--- config.mk ---
export PLATFORM = sky130hd
export DESIGN_NAME = dct_coef_engine
export DESIGN_NICKNAME = d
export VERILOG_FILES = /design/src/rtl/dct_coef_engine.sv
export SDC_FILE = /design/constraint.sdc
export NUM_CORES = 1
export LEC_CHECK = 0
export ABC_AREA = 1
export CAP_MARGIN = 20
export CORE_MARGIN = 3
export CORE_UTILIZATION = 55
export DETAILED_ROUTE_END_ITERATION = 6
export PLACE_DENSITY_LB_ADDON = 0.05
export SLEW_MARGIN = 20
export SYNTH_ARGS = -nofsm -noshare
export SYNTH_HDL_FRONTEND = slang
export SYNTH_SLANG_ARGS = --single-unit
--- constraint.sdc ---
create_clock -name clk -period 6 [get_ports clk]
set_input_delay 1.5 -clock clk [delete_from_list [all_inputs] [get_ports clk]]
set_output_delay 1.5 -clock clk [all_outputs]
set_load 0.02 [all_outputs]
--- src/rtl/dct_coef_engine.sv ---
// rtl/dct_coef_engine.sv - time-multiplexed 8-point DCT-II coefficient engine
// One MAC walks x[n]*C[k][n] over n; each finished sum is shifted, saturated and streamed out.
module dct_coef_engine #(
    parameter int IN_W   = 8,
    parameter int COEF_W = 16,
    parameter int SHIFT  = 8,
    parameter int OUT_W  = 19
) (
    input  logic              clk,
    input  logic              rst,
    input  logic              en,
    input  logic              s_valid,
    output logic              s_ready,
    input  logic [8*IN_W-1:0] s_data,
    input  logic              s_all,
    input  logic [2:0]        s_k,
    output logic              m_valid,
    input  logic              m_ready,
    output logic [OUT_W-1:0]  m_data,
    output logic [2:0]        m_k,
    output logic              m_last,
    output logic              m_sat
);
    localparam int ACC_W = IN_W + COEF_W + 3;

    typedef enum logic [1:0] {IDLE, MAC, OUT} state_t;

    state_t                  state_q, state_d;
    logic [8*IN_W-1:0]       x_q;
    logic                    all_q;
    logic [2:0]              k_q, k_d, n_q, n_d;
    logic signed [ACC_W-1:0] acc_q, acc_d;
    logic                    m_valid_q, m_last_q, m_sat_q;
    logic [OUT_W-1:0]        m_data_q;
    logic [2:0]              m_k_q;
    logic                    load_in, load_out, clr_valid;

    int                       c;
    logic signed [COEF_W-1:0] coef;
    logic signed [IN_W-1:0]   x_n;
    logic signed [ACC_W-1:0]  prod, acc_sum, shifted;
    logic [ACC_W-OUT_W:0]     top;
    logic                     fits;
    logic [OUT_W-1:0]         sat_val;

    // Q2.14 basis; row k=0 (5793 everywhere) falls to the default arm.
    always_comb begin
        c = 0;
        case ({k_q, n_q})
            6'o10: c = 8035;  6'o11: c = 6811;  6'o12: c = 4551;  6'o13: c = 1598;
            6'o14: c = -1598; 6'o15: c = -4551; 6'o16: c = -6811; 6'o17: c = -8035;
            6'o20: c = 7568;  6'o21: c = 3135;  6'o22: c = -3135; 6'o23: c = -7568;
            6'o24: c = -7568; 6'o25: c = -3135; 6'o26: c = 3135;  6'o27: c = 7568;
            6'o30: c = 6811;  6'o31: c = -1598; 6'o32: c = -8035; 6'o33: c = -4551;
            6'o34: c = 4551;  6'o35: c = 8035;  6'o36: c = 1598;  6'o37: c = -6811;
            6'o40: c = 5793;  6'o41: c = -5793; 6'o42: c = -5793; 6'o43: c = 5793;
            6'o44: c = 5793;  6'o45: c = -5793; 6'o46: c = -5793; 6'o47: c = 5793;
            6'o50: c = 4551;  6'o51: c = -8035; 6'o52: c = 1598;  6'o53: c = 6811;
            6'o54: c = -6811; 6'o55: c = -1598; 6'o56: c = 8035;  6'o57: c = -4551;
            6'o60: c = 3135;  6'o61: c = -7568; 6'o62: c = 7568;  6'o63: c = -3135;
            6'o64: c = -3135; 6'o65: c = 7568;  6'o66: c = -7568; 6'o67: c = 3135;
            6'o70: c = 1598;  6'o71: c = -4551; 6'o72: c = 6811;  6'o73: c = -8035;
            6'o74: c = 8035;  6'o75: c = -6811; 6'o76: c = 4551;  6'o77: c = -1598;
            default: c = 5793;
        endcase
        coef = COEF_W'(c);
    end

    // Operands are sign-extended to ACC_W so the truncated product is the exact signed result.
    always_comb begin
        x_n     = x_q[n_q*IN_W +: IN_W];
        prod    = {{(ACC_W-IN_W){x_n[IN_W-1]}}, x_n} * {{(ACC_W-COEF_W){coef[COEF_W-1]}}, coef};
        acc_sum = acc_q + prod;
        shifted = acc_sum >>> SHIFT;
        top     = shifted[ACC_W-1:OUT_W-1];
        fits    = (&top) | ~(|top);
        sat_val = fits ? shifted[OUT_W-1:0]
                       : {shifted[ACC_W-1], {(OUT_W-1){~shifted[ACC_W-1]}}};
    end

    always_comb begin
        state_d   = state_q;
        acc_d     = acc_q;
        n_d       = n_q;
        k_d       = k_q;
        load_in   = 1'b0;
        load_out  = 1'b0;
        clr_valid = 1'b0;
        case (state_q)
            IDLE: begin
                if (s_valid) begin
                    load_in = 1'b1;
                    k_d     = s_all ? 3'd0 : s_k;
                    acc_d   = '0;
                    n_d     = 3'd0;
                    state_d = MAC;
                end
            end
            MAC: begin
                acc_d = acc_sum;
                n_d   = n_q + 3'd1;
                if (n_q == 3'd7) begin
                    load_out = 1'b1;
                    state_d  = OUT;
                end
            end
            OUT: begin
                if (m_ready) begin
                    clr_valid = 1'b1;
                    if (m_last_q) begin
                        state_d = IDLE;
                    end else begin
                        k_d     = k_q + 3'd1;
                        acc_d   = '0;
                        n_d     = 3'd0;
                        state_d = MAC;
                    end
                end
            end
            default: state_d = IDLE;
        endcase
    end

    always_ff @(posedge clk or posedge rst) begin
        if (rst) begin
            state_q   <= IDLE;
            x_q       <= '0;
            all_q     <= 1'b0;
            k_q       <= 3'd0;
            n_q       <= 3'd0;
            acc_q     <= '0;
            m_valid_q <= 1'b0;
            m_data_q  <= '0;
            m_k_q     <= 3'd0;
            m_last_q  <= 1'b0;
            m_sat_q   <= 1'b0;
        end else if (en) begin
            state_q <= state_d;
            k_q     <= k_d;
            n_q     <= n_d;
            acc_q   <= acc_d;
            if (load_in) begin
                x_q   <= s_data;
                all_q <= s_all;
            end
            if (load_out) begin
                m_valid_q <= 1'b1;
                m_data_q  <= sat_val;
                m_sat_q   <= ~fits;
                m_k_q     <= k_q;
                m_last_q  <= ~all_q | (k_q == 3'd7);
            end else if (clr_valid) begin
                m_valid_q <= 1'b0;
            end
        end
    end

    assign s_ready = (state_q == IDLE) && !rst;
    assign m_valid = m_valid_q;
    assign m_data  = m_data_q;
    assign m_k     = m_k_q;
    assign m_last  = m_last_q;
    assign m_sat   = m_sat_q;
endmodule
==> results of run 1 <==
## cell type report
cell class,instances,area (µm²)
clock buffers,17,425.4
clock inverters,15,128.9
inverters,263,1011
flip-flops and latches,124,3105
well taps,275,344.1
fillers,1726,6484
repair inverters,1,5.005
multi-input cells,1048,8122
repair buffers,175,1662
## state kept, by name, indices dropped and copies added, names as in the netlist
| signal | cells |
|---|---|
| k_q | 3 |
| all_q | 1 |
| m_last | 1 |
| m_k | 3 |
| m_valid | 1 |
| m_data | 19 |
| n_q | 3 |
| x_q | 64 |
| state_q | 2 |
| acc_q | 27 |
## final timing paths
| path | depth (start not counted) | startpoint | slack, ps | end |
|---|---|---|---|---|
| setup / recovery | 25 | n_q[0]$_DFFE_PP0P_ | 210 | m_data[8]$_DFFE_PP0P_ |
| hold / removal | 1 | all_q$_DFFE_PP0P_ | 470 | m_last$_DFFE_PP0P_ |
| setup reg to reg | 25 | n_q[0]$_DFFE_PP0P_ | 210 | m_data[8]$_DFFE_PP0P_ |
| hold reg to reg | 1 | all_q$_DFFE_PP0P_ | 470 | m_last$_DFFE_PP0P_ |
| max in group asynchronous | 3 | rst | 3480 | m_data[17]$_DFFE_PP0P_ |
| min in group asynchronous | 2 | rst | 1570 | m_k[0]$_DFFE_PP0P_ |
## repair_timing
item / in CTS / in global routing
setup endpoints to repair: 1 / 36
cloned: 0 / 4
setup buffers: 0 / 16
pin swaps: 0 / 21
resized for setup: 1 / 89
## kinds of logic (layout without fill, tap and decap cells)
group / count (synthesis) / count (layout)
compound gates: 140 / 140
xor+xnor: 5 / 5
fa+ha+maj: 205 / 205
flops: 124 / 124
mux: 52 / 52
simple gates: 645 / 645
buf+inv: 305 / 471
other cells: 1 / 1
## metal layers
layer / vias to the layer above / share of wire, %
li1: 4930 / -
met5: - / 0.039
met4: 2 / 1.7
met2: 361 / 46
met1: 4993 / 46
met3: 36 / 6.9
## stage by stage
stage | setup TNS [ps] | cells | area [µm²] | util, % | hold slack (ps)
detailed placement | 0 | 1866 | 13640 | 64.06 | 465.2
CTS | 0 | 1898 | 14200 | 66.70 | 465.3
global route | -349.4 | 1918 | 14800 | 69.54 | 493.6
finish | 0 | 1918 | 14800 | 69.54 | 465.1
floorplan | 0 | 1477 | 12090 | - | 435.5
global placement | 0 | 1866 | 13640 | 64.06 | 455.9
## cells in the final DEF, fill, tap and decap left out, types with 12 or more instances in the layout
cell and count:
sky130_fd_sc_hd__nand2_1 386, sky130_fd_sc_hd__inv_1 233, sky130_fd_sc_hd__fa_1 133, sky130_fd_sc_hd__dfrtp_1 122, sky130_fd_sc_hd__clkdlybuf4s50_1 97, sky130_fd_sc_hd__nor2_1 94, sky130_fd_sc_hd__nand3_1 93, sky130_fd_sc_hd__buf_4 69
sky130_fd_sc_hd__mux2_2 52, sky130_fd_sc_hd__a21oi_1 52, sky130_fd_sc_hd__ha_1 46, sky130_fd_sc_hd__o21ai_0 32, sky130_fd_sc_hd__inv_2 20, sky130_fd_sc_hd__nand2_2 20, sky130_fd_sc_hd__clkbuf_16 19, sky130_fd_sc_hd__o211ai_1 18
sky130_fd_sc_hd__ha_4 18, sky130_fd_sc_hd__nand4_1 15, sky130_fd_sc_hd__o21ai_1 12
==> metrics.log, run 1 <==
[metrics] Warnings, synthesis: 0
[metrics] overall via count from detail_route: 10,320
[metrics] Yosys cell types: 44
[metrics] I/O Pins: 99
[metrics] Final Hold Viols: 0
[metrics] category of cells accounting for the largest share of critical-path delay: adder cells
[metrics] Worst path most repeated cell: sky130_fd_sc_hd__fa_1
[metrics] average footprint of a synthesized cell: 8.182 µm²
[metrics] clock latency on the worst-skew pair: 430 ps
[metrics] worst endpoint data arrival time: slightly above 6000 ps
[metrics] count of port buffers added during placement: 97
[metrics] most common cell in the synthesized netlist: sky130_fd_sc_hd__nand2_1
[metrics] DIE AREA: 23,790 µm²
[metrics] first drt pass iteration count: 5
[metrics] quantity of hold-fixing buffers added after cts: 0
[metrics] maximum clock path buffer count: 2
[metrics] remaining antenna violation count after routing: 0
[metrics] summed instance area of the synthesized netlist: ~12,000 µm²
[metrics] minimum setup slack in the final design: 207.3 ps
[metrics] flip-flop cell with the highest count after synthesis: sky130_fd_sc_hd__dfrtp_1
[metrics] Syn-to-layout area delta: 22.50%
[metrics] DP Wirelength: roughly 26,000 µm
[metrics] pre-CTS setup slack: 2.840 ps
[metrics] clock slew seen by the registers of the worst setup and hold paths: 60 ps
[metrics] Buffers & Inverters on Critical Path: 5
[metrics] actual slew at the worst max-slew pin: between 900 and 1000 ps
[metrics] startpoint class of the critical path: flop
[metrics] met2 Track Usage GR: approximately 43%
[metrics] first-pass GRT wire length: 53,130 µm
[metrics] slew margin rel.: 33.33%
[metrics] share of the cycle needed by the critical path after routing: between 90 and 100%
[metrics] DRC violation count after routing: 0
[metrics] total of max-cap violations: 0
[metrics] Slew Limit Fails: 0
[metrics] CTS tree: yes
[metrics] number of antenna violations at the first check in global routing: 1
[metrics] DRC violation total after the first TritonRoute iteration: between 800 and 900
[metrics] CTS H-tree depth: 4
[metrics] grt met3 use: 5.064%
[metrics] Max Fclk: 172.6 MHz
[metrics] Max Clock Skew: 14.36 ps
[metrics] post-layout min period: 5793 ps
[metrics] Setup crit end kind: flop
[metrics] highest fanout seen on the critical path: 5
[metrics] Die W: 154.2 µm
[metrics] multiplexer share of the synthesized area: 4.846%
[metrics] synthesized instance count: 1,477
[metrics] Final nets: 1,908
[metrics] global routing usage on met1: 42.05%
[metrics] GPL Wtd Cong: 0.9867
[metrics] Synth top area share: approximately a quarter
[metrics] Post-Synthesis Net Count: 1,755
[metrics] Async SR Flop Fraction: between 90% and 100%
[metrics] largest net degree at the start of global routing: 79
[metrics] share of the synthesized netlist area taken by xor and xnor gates: 0.3624%
[metrics] Cell Rows: 53
[metrics] Clock Sink Count: ~120
[metrics] post-synthesis register bit count: 124
[metrics] root buffer cell: sky130_fd_sc_hd__clkbuf_16
[metrics] number of enable-type register cells in the synthesized netlist: 0
[metrics] crit path kind: reg2reg
[metrics] outcome: complete, no violations
[metrics] sequential-to-total area share from yosys stat: 25.68%
[metrics] crit-path max cell delay: 590 ps
[metrics] area share of and/or/nand/nor cells after synthesis: 22.43%
[metrics] ranking of synthesized cells by area: sky130_fd_sc_hd__dfrtp_1 (26%), sky130_fd_sc_hd__fa_1 (22%), sky130_fd_sc_hd__nand2_1 (12%)
[metrics] total track usage: 28.21%
[metrics] Post-synth top cells: sky130_fd_sc_hd__nand2_1 (393), sky130_fd_sc_hd__inv_1 (237), sky130_fd_sc_hd__fa_1 (135)
[metrics] number of global-route vias before repair: 10,220
[metrics] floorplan core area: roughly 21,000 µm²
[metrics] mean routed wirelength per cell: 17.59 µm
[metrics] die height: 154.2 µm
[metrics] drt total wl: 33,740 µm
[metrics] slowest stage cell, crit path: sky130_fd_sc_hd__fa_1
[metrics] Final setup violation count: 0
[metrics] arithmetic-cell share of the synthesized area counting full adders, half adders and majority gates: 29.61%
[metrics] path category of the worst min-delay check: reg2reg
[metrics] ANT cells: 0
[metrics] cell taking the most area after synthesis: sky130_fd_sc_hd__dfrtp_1
[metrics] required time worst endpoint: 6310 ps
[metrics] compound-gate portion of the synthesized area: 6.792%
[metrics] aggregate global routing overflow: 0
[metrics] cts bufs inserted: 17
[metrics] Vias per Instance: 5.382
[metrics] initial cell density of the core: 56.77%
[metrics] fraction of layout cells with a size suffix above 1: 16.86%
[metrics] busiest layer in global routing: met2
[metrics] main combinational cell family by area after synthesis: adder cells
Power of run 1 is left out: the tool's default activity adds up to more than one toggle a clock period on the data nets, which glitch-free logic cannot reach.
==> run 2: changes to the inputs <==
SLEW_MARGIN = not set   (was 20)
==> results of run 2 <==
The final DEF is identical to that of run 1; final timing and power are the same.
Power of run 2 is left out for the same reason.
